**src/rtl/ysyx_040729_pkg.sv**
```systemverilog
`default_nettype none
// ============================================================================
// Module   : ysyx_040729_pkg
// Brief    : Shared encodings for the sequential RV64M divider.
// Revision : 1.0 - initial release
// ============================================================================
package ysyx_040729_pkg;

    localparam logic [2:0] FUNC3_DIV  = 3'b100;
    localparam logic [2:0] FUNC3_DIVU = 3'b101;
    localparam logic [2:0] FUNC3_REM  = 3'b110;
    localparam logic [2:0] FUNC3_REMU = 3'b111;

    localparam int DIV_CNT_W = 7;

    typedef enum logic [1:0] {
        IDLE = 2'd0,
        CALC = 2'd1,
        FIX  = 2'd2,
        DONE = 2'd3
    } div_state_t;

endpackage
`default_nettype wire

```
**src/rtl/ysyx_040729_div_prep.sv**
```systemverilog
`default_nettype none
// ============================================================================
// Module   : ysyx_040729_div_prep
// Brief    : Operand narrowing, magnitudes, sign flags and special-case result.
// Revision : 1.0 - initial release
// ============================================================================
module ysyx_040729_div_prep
    import ysyx_040729_pkg::*;
#(
    parameter int DATA_WIDTH = 64
) (
    input  logic                  i_unsigned,
    input  logic                  i_rem_sel,
    input  logic                  i_len_dw,
    input  logic [DATA_WIDTH-1:0] i_src1,
    input  logic [DATA_WIDTH-1:0] i_src2,
    output logic [DATA_WIDTH-1:0] o_abs_a,
    output logic [DATA_WIDTH-1:0] o_abs_b,
    output logic                  o_q_neg,
    output logic                  o_r_neg,
    output logic                  o_special,
    output logic [DATA_WIDTH-1:0] o_special_result
);

    localparam int c_half = DATA_WIDTH / 2;

    logic [DATA_WIDTH-1:0] w_a_sext_lo;
    logic [DATA_WIDTH-1:0] w_b_sext_lo;
    logic [DATA_WIDTH-1:0] w_a_ext;
    logic [DATA_WIDTH-1:0] w_b_ext;
    logic [DATA_WIDTH-1:0] w_min_neg;
    logic [DATA_WIDTH-1:0] w_rem_dz;
    logic                  w_a_sign;
    logic                  w_b_sign;
    logic                  w_b_zero;
    logic                  w_ovf;

    assign w_a_sext_lo = {{c_half{i_src1[c_half-1]}}, i_src1[c_half-1:0]};
    assign w_b_sext_lo = {{c_half{i_src2[c_half-1]}}, i_src2[c_half-1:0]};

    // After extension the MSB always carries the sign of the N-bit operand.
    assign w_a_ext = !i_len_dw ? i_src1 :
                     i_unsigned ? {{c_half{1'b0}}, i_src1[c_half-1:0]} : w_a_sext_lo;
    assign w_b_ext = !i_len_dw ? i_src2 :
                     i_unsigned ? {{c_half{1'b0}}, i_src2[c_half-1:0]} : w_b_sext_lo;

    assign w_a_sign = !i_unsigned && w_a_ext[DATA_WIDTH-1];
    assign w_b_sign = !i_unsigned && w_b_ext[DATA_WIDTH-1];

    assign o_abs_a = w_a_sign ? -w_a_ext : w_a_ext;
    assign o_abs_b = w_b_sign ? -w_b_ext : w_b_ext;
    assign o_q_neg = w_a_sign ^ w_b_sign;
    assign o_r_neg = w_a_sign;

    assign w_min_neg = i_len_dw ? {{(c_half+1){1'b1}}, {(c_half-1){1'b0}}}
                                : {1'b1, {(DATA_WIDTH-1){1'b0}}};

    assign w_b_zero  = (w_b_ext == '0);
    assign w_ovf     = !i_unsigned && (w_a_ext == w_min_neg) && (w_b_ext == '1);
    assign o_special = w_b_zero || w_ovf;

    // W results are always sign-extended from bit N-1, even for REMUW.
    assign w_rem_dz = i_len_dw ? w_a_sext_lo : i_src1;

    always_comb begin
        o_special_result = '0;
        if (w_b_zero) begin
            o_special_result = i_rem_sel ? w_rem_dz : '1;
        end else if (w_ovf) begin
            o_special_result = i_rem_sel ? '0 : w_a_ext;
        end
    end

endmodule
`default_nettype wire

```
**src/rtl/ysyx_040729_div_seq.sv**
```systemverilog
`default_nettype none
// ============================================================================
// Module   : ysyx_040729_div_seq
// Brief    : Radix-2 restoring divider for RV64M DIV/REM and W variants.
// Revision : 1.0 - initial release
// ============================================================================
module ysyx_040729_div_seq
    import ysyx_040729_pkg::*;
#(
    parameter int DATA_WIDTH = 64
) (
    input  logic                  clk,
    input  logic                  rst,
    input  logic                  in_valid,
    output logic                  in_ready,
    input  logic [DATA_WIDTH-1:0] src1,
    input  logic [DATA_WIDTH-1:0] src2,
    input  logic [2:0]            func3,
    input  logic                  len_dw,
    input  logic                  flush,
    output logic                  out_valid,
    input  logic                  out_ready,
    output logic [DATA_WIDTH-1:0] result,
    output logic                  busy
);

    localparam int                   c_half     = DATA_WIDTH / 2;
    localparam logic [DIV_CNT_W-1:0] c_cnt_full = DIV_CNT_W'(DATA_WIDTH);
    localparam logic [DIV_CNT_W-1:0] c_cnt_half = DIV_CNT_W'(DATA_WIDTH / 2);
    localparam logic [DIV_CNT_W-1:0] c_cnt_one  = DIV_CNT_W'(1);

    div_state_t                r_state;
    logic [DIV_CNT_W-1:0]      r_cnt;
    logic [2*DATA_WIDTH-1:0]   r_rq;
    logic [DATA_WIDTH-1:0]     r_divisor;
    logic [DATA_WIDTH-1:0]     r_result;
    logic                      r_q_neg;
    logic                      r_r_neg;
    logic                      r_rem_sel;
    logic                      r_len_dw;
    logic                      r_out_valid;

    logic [DATA_WIDTH-1:0]     w_abs_a;
    logic [DATA_WIDTH-1:0]     w_abs_b;
    logic                      w_q_neg;
    logic                      w_r_neg;
    logic                      w_special;
    logic [DATA_WIDTH-1:0]     w_special_result;
    logic [DATA_WIDTH-1:0]     w_dividend;
    logic [DATA_WIDTH:0]       w_diff;
    logic                      w_ge;
    logic [2*DATA_WIDTH-1:0]   w_rq_next;
    logic [DATA_WIDTH-1:0]     w_quo;
    logic [DATA_WIDTH-1:0]     w_rem;
    logic [DATA_WIDTH-1:0]     w_sel;
    logic [DATA_WIDTH-1:0]     w_fix_result;
    logic                      w_unused_func3;

    // func3[2] only distinguishes M-extension div ops from mul ops upstream.
    assign w_unused_func3 = func3[2];

    ysyx_040729_div_prep #(
        .DATA_WIDTH (DATA_WIDTH)
    ) u_prep (
        .i_unsigned       (func3[0]),
        .i_rem_sel        (func3[1]),
        .i_len_dw         (len_dw),
        .i_src1           (src1),
        .i_src2           (src2),
        .o_abs_a          (w_abs_a),
        .o_abs_b          (w_abs_b),
        .o_q_neg          (w_q_neg),
        .o_r_neg          (w_r_neg),
        .o_special        (w_special),
        .o_special_result (w_special_result)
    );

    // Left-align a W dividend so N iterations leave the quotient in the low bits.
    assign w_dividend = len_dw ? {w_abs_a[c_half-1:0], {c_half{1'b0}}} : w_abs_a;

    // Partial remainder can reach 2*divisor after the shift, hence N+1 bits.
    assign w_diff    = r_rq[2*DATA_WIDTH-1:DATA_WIDTH-1] - {1'b0, r_divisor};
    assign w_ge      = ~w_diff[DATA_WIDTH];
    assign w_rq_next = w_ge ? {w_diff[DATA_WIDTH-1:0], r_rq[DATA_WIDTH-2:0], 1'b1}
                            : {r_rq[2*DATA_WIDTH-2:0], 1'b0};

    assign w_quo = r_q_neg ? -r_rq[DATA_WIDTH-1:0] : r_rq[DATA_WIDTH-1:0];
    assign w_rem = r_r_neg ? -r_rq[2*DATA_WIDTH-1:DATA_WIDTH]
                           : r_rq[2*DATA_WIDTH-1:DATA_WIDTH];
    assign w_sel = r_rem_sel ? w_rem : w_quo;
    assign w_fix_result = r_len_dw ? {{c_half{w_sel[c_half-1]}}, w_sel[c_half-1:0]}
                                   : w_sel;

    always_ff @(posedge clk or posedge rst) begin
        if (rst) begin
            r_state     <= IDLE;
            r_cnt       <= '0;
            r_rq        <= '0;
            r_divisor   <= '0;
            r_result    <= '0;
            r_q_neg     <= 1'b0;
            r_r_neg     <= 1'b0;
            r_rem_sel   <= 1'b0;
            r_len_dw    <= 1'b0;
            r_out_valid <= 1'b0;
        end else if (flush) begin
            r_state     <= IDLE;
            r_out_valid <= 1'b0;
        end else begin
            case (r_state)
                IDLE: begin
                    if (in_valid) begin
                        r_q_neg   <= w_q_neg;
                        r_r_neg   <= w_r_neg;
                        r_rem_sel <= func3[1];
                        r_len_dw  <= len_dw;
                        r_divisor <= w_abs_b;
                        r_rq      <= {{DATA_WIDTH{1'b0}}, w_dividend};
                        r_cnt     <= len_dw ? c_cnt_half : c_cnt_full;
                        if (w_special) begin
                            r_result    <= w_special_result;
                            r_out_valid <= 1'b1;
                            r_state     <= DONE;
                        end else begin
                            r_state <= CALC;
                        end
                    end
                end
                CALC: begin
                    r_rq  <= w_rq_next;
                    r_cnt <= r_cnt - c_cnt_one;
                    if (r_cnt == c_cnt_one) begin
                        r_state <= FIX;
                    end
                end
                FIX: begin
                    r_result    <= w_fix_result;
                    r_out_valid <= 1'b1;
                    r_state     <= DONE;
                end
                DONE: begin
                    if (out_ready) begin
                        r_out_valid <= 1'b0;
                        r_state     <= IDLE;
                    end
                end
                default: begin
                    r_state <= IDLE;
                end
            endcase
        end
    end

    assign in_ready  = (r_state == IDLE);
    assign busy      = (r_state != IDLE);
    assign out_valid = r_out_valid;
    assign result    = r_result;

endmodule
`default_nettype wire

```
**config.mk**
```make
export PLATFORM = sky130hd
export DESIGN_NAME = ysyx_040729_div_seq
export DESIGN_NICKNAME = d
export VERILOG_FILES = /design/src/rtl/ysyx_040729_pkg.sv /design/src/rtl/ysyx_040729_div_prep.sv /design/src/rtl/ysyx_040729_div_seq.sv
export SDC_FILE = /design/constraint.sdc
export NUM_CORES = 1
export LEC_CHECK = 0
export CAP_MARGIN = 30
export CELL_PAD_IN_SITES_DETAIL_PLACEMENT = 1
export CELL_PAD_IN_SITES_GLOBAL_PLACEMENT = 1
export CORE_ASPECT_RATIO = 1.75
export CORE_MARGIN = 2
export CORE_UTILIZATION = 48
export CTS_CLUSTER_SIZE = 30
export DETAILED_ROUTE_END_ITERATION = 16
export PLACE_DENSITY = 0.95
export SYNTH_ARGS = -nofsm -noshare
export SYNTH_HDL_FRONTEND = slang
export SYNTH_SLANG_ARGS = --single-unit
```
**constraint.sdc**
```tcl
create_clock -name clk -period 17.75 [get_ports clk]
set_input_delay 4.4375 -clock clk [delete_from_list [all_inputs] [get_ports clk]]
set_output_delay 4.4375 -clock clk [all_outputs]
set_load 0.01 [all_outputs]
```
==> results of run 1 <==
-- per-stage QoR --
stage	cells	util	worst slack, ps	instance area [sq um]	hold WS (ps)
global route	3832	0.553	8550	26800	507
floorplan	3093	-	5870	23500	446
CTS	3825	0.551	8580	26700	488
detailed placement	3775	0.532	8010	25800	471
finish	3833	0.553	8430	26800	482
global placement	3774	0.531	8140	25700	463
-- metal layers --
metal | vias up | GRT usage
met1 | 12466 | 0.410
met2 | 1236 | 0.699
met4 | 2 | 0.352
met3 | 493 | 0.0804
li1 | 11351 | -
met5 | - | 0
-- Yosys cell counts (50+ instances only) --
cell type  count
o21ai_0      347
xor2_1       101
a31oi_1       58
nand4_1       53
ha_1          75
xnor2_1      184
a21oi_1      255
nor2_1       284
o31ai_1       58
dfrtp_1      270
nor3_1        65
inv_1        138
nand2_1      324
nand3_1       50
clkbuf_1     173
-- power breakdown --
| part | internal, uW | total [uW] | switching, uW | leakage (uW) |
|---|---|---|---|---|
| registers | 870 | 1220 | 351 | 0.00347 |
| clock network | 347 | 621 | 275 | 0.000449 |
| logic | 1230 | 3370 | 2140 | 0.00700 |
-- cells in the final DEF (no fill, tap or decap), types with 53 or more instances in the layout --
cell type / n
dfrtp_1: 268
o31ai_1: 58
nand4_1: 53
xnor2_1: 183
ha_1: 75
a21oi_1: 253
inv_1: 137
xor2_1: 100
nand2_1: 324
a31oi_1: 58
clkdlybuf4s50_1: 201
nor2_1: 284
nor3_1: 65
o21ai_0: 347
-- cell type report --
class                      instances  area (sq um)
sequential                       270          6760
multi-input combinational       2472         15300
antenna                            1          2.50
clock buffer                      39           771
fill                            6030         21700
timing repair buffer             247          2400
inverter                         139           529
clock inverter                    11           150
tap                              654           818
-- state kept, by name, summed over array words and instances, names as in the netlist --
signal,flops
r_rq,128
r_divisor,64
result,64
r_cnt,7
r_state,2
out_valid,1
r_len_dw,1
r_q_neg,1
r_r_neg,1
r_rem_sel,1
-- worst min-delay path by stage --
stage / from / endpoint / slack, ps / cells past startpoint
after detailed placement: r_divisor[61]$_DFFE_PP0P_ / r_divisor[61]$_DFFE_PP0P_ / 470 / 2
after global routing: result[52]$_DFFE_PP0P_ / result[52]$_DFFE_PP0P_ / 510 / 2
after floorplan: r_divisor[52]$_DFFE_PP0P_ / r_divisor[52]$_DFFE_PP0P_ / 450 / 2
after global placement: result[0]$_DFFE_PP0P_ / result[0]$_DFFE_PP0P_ / 460 / 2
after CTS: r_divisor[9]$_DFFE_PP0P_ / r_divisor[9]$_DFFE_PP0P_ / 490 / 2
final: r_divisor[9]$_DFFE_PP0P_ / r_divisor[9]$_DFFE_PP0P_ / 480 / 2
-- logic make-up after synthesis --
| family | after synthesis | synth area share |
|---|---|---|
| simple gates | 1009 | 0.207 |
| buf+inv | 351 | 0.0596 |
| fa+ha+maj | 76 | 0.0409 |
| mux | 19 | 0.00827 |
| xor+xnor | 285 | 0.106 |
| compound gates | 1083 | 0.289 |
| flops | 270 | 0.288 |
-- worst max-delay path, cell delays in order --
cell	delay, ps
clkdlybuf4s50_1	780
inv_2	510
a21oi_1	120
buf_4	220
nor4_1	930
nand4_1	540
or4_1	630
o21ai_4	570
buf_4	630
nor2_1	100
a31oi_1	270
==> summary.txt, run 1 <==
Clock tree
  – CTS clock-pin slew for the worst setup and hold paths: 70 ps
  – Number of buffers added for setup after CTS: 0
  – Post_cts resized: 0
  – Worst skew pair latency: just over 600 ps
  – Post-CTS Hold Buffers: 0
  – # clock sinks: between 200 and 300
  – CTS tree: yes
  – # H-tree levels: 1
  – Clk buf depth: 3
  – Total CTS buffers: 27
  – Clk root buf: clkbuf_16

Synthesis
  – Largest area contributor in the netlist: dfrtp_1
  – Seq/Total Area, Yosys: 0.288
  – Area share of the largest cell type after synthesis: 0.288
  – Yosys reg bits: 270
  – Ys async rst share: 1.00
  – Synthesized cell area: 23,500 sq um
  – Number of synthesized flops with an enable pin: 0
  – YS warnings: 0
  – Post-synth cell types: 92
  – Mean Syn Cell Area: 7.58 sq um
  – Ys flop type: dfrtp_1
  – Syn_nets: 3,306
  – Ranking of synthesized cells by area: dfrtp_1 29%, o21ai_0 7.4%, xnor2_1 6.9%
  – Cell count after synthesis: 3,093

STA
  – RSZ-0062 raised after global routing: false
  – Clock Skew: 27.7 ps
  – Relative slew slack: 0.185
  – Final hold vios: 0
  – Worst slew pin tran: 1210 ps
  – Crit path time final: 9320 ps
  – Max Fclk: 107 MHz
  – Final Max Tran Viols: 0
  – Fin crit share: 0.525
  – Setup tns final: 0 ps
  – Final setup fails: 0

Die
  – IO Pins: a little over 200
  – Core area: 48,500 sq um
  – Initial Util: 0.484
  – Row cnt: 107
  – Die area: 50,700 sq um
  – Die width: 171 um
  – Die Ht: 296 um

GRT
  – Largest net degree at the start of global routing: 95
  – Grt total ovfl: 0
  – Total GRT Usage: 0.404
  – First-pass GRT wire length: 156,000 um
  – Initial antenna violation count: 2
  – Vias in the first global route: 26,691

Drt
  – Met1 wire length: 35,400 um
  – Routed wl met3: 6650 um
  – WL final: slightly above 100,000 um
  – Met2 WL: 51,100 um
  – DR DRC count: 0
  – Via density: 6.67
  – DR top layer: met5
  – First-pass DRT Iterations: 5
  – DR WL/cell: 27.1 um
  – Via count: 25,548
  – Antenna-violating nets left: 0
  – Initial DRC Count: 1,928

Place
  – Buffers on Ports: 202
  – Routability-driven placement congestion ratio: just over 1
  – DP HPWL: 78,000 um

Setup path
  – R2R Path Start: r_rq[63]$_DFFE_PP0P_
  – Worst setup EP type: register
  – Crit path DAT: 9810 ps
  – CP endpoint: result[7]$_DFFE_PP0P_
  – Worst-case reg-to-reg path depth: 14
  – CP required: 18,240 ps
  – Crit path launch: func3[0]
  – Crit start category: input pin
  – FF-to-FF setup slack: 12,740 ps
  – Critical register-to-register path endpoint: r_rq[89]$_DFFE_PP0P_
  – CP Max Fanout: 60
  – Worst setup path class: in2reg

Power
  – P_leak: 0.0109 uW
  – Total power: 5210 uW
  – IR drop worst, VDD: roughly 0.11 mV
  – PD cells: just under 200 nW/um^2

Hold path
  – Hold Path Class: reg2reg

Flow run
  – Max-cap violations: 0

Layout
  – Final nets: 3,370
  – Share of cells above drive strength 1: 0.0459
  – Area Growth Syn to Fin: 14.2%

Outcome
  – Status: complete, no violations
No activity file was read; power rests on OpenSTA's default activity.
==> run 2: changes to the inputs <==
--- a/config.mk
+++ b/config.mk
@@ -10,10 +10,10 @@
 export CELL_PAD_IN_SITES_GLOBAL_PLACEMENT = 1
 export CORE_ASPECT_RATIO = 1.75
 export CORE_MARGIN = 2
-export CORE_UTILIZATION = 48
+export CORE_UTILIZATION = 40
 export CTS_CLUSTER_SIZE = 30
 export DETAILED_ROUTE_END_ITERATION = 16
-export PLACE_DENSITY = 0.95
+export PLACE_DENSITY = 0.88
 export SYNTH_ARGS = -nofsm -noshare
 export SYNTH_HDL_FRONTEND = slang
 export SYNTH_SLANG_ARGS = --single-unit
==> constraint.sdc (replaced) <==
create_clock -name clk -period 7.5 [get_ports clk]
set_input_delay 1.875 -clock clk [delete_from_list [all_inputs] [get_ports clk]]
set_output_delay 1.875 -clock clk [all_outputs]
set_load 0.01 [all_outputs]
==> run 2 against run 1 <==
Hold slack worse by 5.9 ps. Via count decreased by 2.5%. Largest cell class unchanged. Flip-flop and latch count unchanged. Non-clock buffer count is 3 higher. First-iteration DRC count grew 0.93%. Highest routed layer unchanged. Critical path depth rose by 1. Die area grew 20%. Design area grew 1.4%. Sequential power rose by 140%.
==> summary.txt, run 2 (synthesis gave the netlist of run 1 again) <==
Outcome
  – Status: complete, no violations

STA
  – Clock Skew: between 15 and 20 ps
  – RSZ-0062 raised after global routing: false
  – Final Max Tran Viols: 0
  – Setup tns final: 0 ps
  – Final setup fails: 0
  – Fin crit share: 0.751
  – Crit path time final: 5630 ps
  – Worst slew pin tran: 1090 ps
  – Max Fclk: 178 MHz
  – Final hold vios: 0
  – Relative slew slack: 0.265

Layout
  – Area Growth Syn to Fin: 15.8%
  – Core Util, Final: 0.467
  – Final Instance Area: 27,200 sq um
  – Share of cells above drive strength 1: 0.0497
  – Most frequent cells in the layout: 347 x o21ai_0, 324 x nand2_1, 284 x nor2_1
  – Final nets: 3,374
  – Largest Register: r_rq
  – Commonest non-fill, non-tap cell in the layout: o21ai_0
  – Max reg flops: 128

Drt
  – DR WL/cell: 24.3 um
  – Initial DRC Count: 1,946
  – Antenna-violating nets left: 0
  – DR DRC count: 0
  – WL final: 96,300 um
  – Via count: 24,913
  – First-pass DRT Iterations: 6
  – Via density: 6.30

GRT
  – Initial antenna violation count: 2
  – Largest net degree at the start of global routing: 156
  – Total GRT Usage: 0.311
  – First-pass GRT wire length: between 150,000 and 200,000 um
  – Vias in the first global route: 25,688
  – Grt total ovfl: 0

Setup path
  – CP required: 8020 ps
  – Worst setup EP type: register
  – Critical register-to-register path endpoint: r_rq[122]$_DFFE_PP0P_
  – Top delay family on crit path: simple AND/OR/NAND/NOR gates
  – CP peak stage delay: 660 ps
  – Worst-case reg-to-reg path depth: 13
  – Worst setup path class: in2reg
  – R2R Path Start: r_rq[63]$_DFFE_PP0P_
  – Crit path DAT: roughly 6000 ps
  – CP max-delay cell: or4_1
  – CP Max Fanout: 31
  – Buffers & Inverters on Critical Path: 2
  – Crit start category: input pin
  – Crit path cell chain: clkdlybuf4s50_1 -> or4_1 -> nor4_2 -> and3b_1 -> nand3_1 -> nor4_1 -> buf_4 -> nand2b_1 -> a21oi_1 -> or2_2 -> o22ai_1 -> o21ai_1
  – FF-to-FF setup slack: 2620 ps

Clock tree
  – # clock sinks: 270
  – Clk root buf: clkbuf_16
  – CTS clock-pin slew for the worst setup and hold paths: around 60 ps
  – Post_cts resized: 0
  – Post-CTS Hold Buffers: 0
  – Number of buffers added for setup after CTS: 0
  – Worst skew pair latency: 610 ps
  – Total CTS buffers: 28
  – Clk buf depth: 3
  – CTS tree: yes
  – # H-tree levels: 1

Flow run
  – Max-cap violations: 0

Power
  – P_leak: 0.0110 uW
  – PD cells: 452 nW/um^2
  – IR drop worst, VDD: 0.226 mV

Place
  – DP HPWL: 72,900 um
  – Routability-driven placement congestion ratio: about 1.0
  – Post-place instance area: 26,100 sq um
  – Buffers on Ports: 202

Hold path
  – Hold path startpoint: r_divisor[59]$_DFFE_PP0P_
  – Worst hold stages: 2
  – Hold Path End: r_divisor[59]$_DFFE_PP0P_
  – Hold Path Class: reg2reg

Die
  – Die width: 187 um
  – Die area: just over 60,000 sq um
  – IO Pins: 204
  – Initial Util: 0.404
  – Row cnt: 117
  – Die Ht: approximately 320 um
  – Core area: 58,100 sq um
## run 2: per-layer routing
metal / track usage / routed length [um] / vias up
li1: - / - / 11345
met1: 0.351 / 35600 / 12212
met2: 0.535 / 46600 / 1009
met3: 0.0493 / 6070 / 345
met4: 0.221 / 7980 / 2
met5: 0 / 13 / -
## run 2: metrics by stage
stage	std cells	total power [uW]	hold WS [ps]	setup slack, ps
after global routing	3955	13200	508	1720
after CTS	3955	12200	484	1950
after global placement	3901	10100	460	1360
after floorplan	3093	7990	446	2060
final	3957	12300	476	1870
after detailed placement	3904	10400	470	1320
## run 2: where the power goes
part | switching, uW | internal (uW)
clock network | 673 | 1000
logic | 4800 | 2910
registers | 831 | 2060
total | 6300 | 5970
## run 2: worst max-delay path by stage
stage          slack [ps]                      to  depth (start not counted)  startpoint
2_1_floorplan        2060   out_valid$_DFFE_PP0P_                          1         rst
5_1_grt              1720  result[35]$_DFFE_PP0P_                         12    src1[13]
3_3_place_gp         1360   result[8]$_DFFE_PP0P_                         10     src2[8]
6_report             1870  result[33]$_DFFE_PP0P_                         12    src1[13]
3_5_place_dp         1320  result[33]$_DFFE_PP0P_                         12    src1[13]
4_1_cts              1950  result[33]$_DFFE_PP0P_                         12    src1[13]
## run 2: layout make-up
type | instances | area, sq um
antenna | 2 | 5.00
clock buffer | 33 | 759
clock inverter | 18 | 317
fill | 7181 | 31000
inverter | 139 | 526
multi-input combinational | 2472 | 15300
sequential | 270 | 6760
tap | 773 | 967
timing repair buffer | 250 | 2470
## run 2: worst min-delay path, cell delays in order (launching register included)
cell	delay (ps)
dfrtp_1	340
nand2_1	50
o21ai_0	60
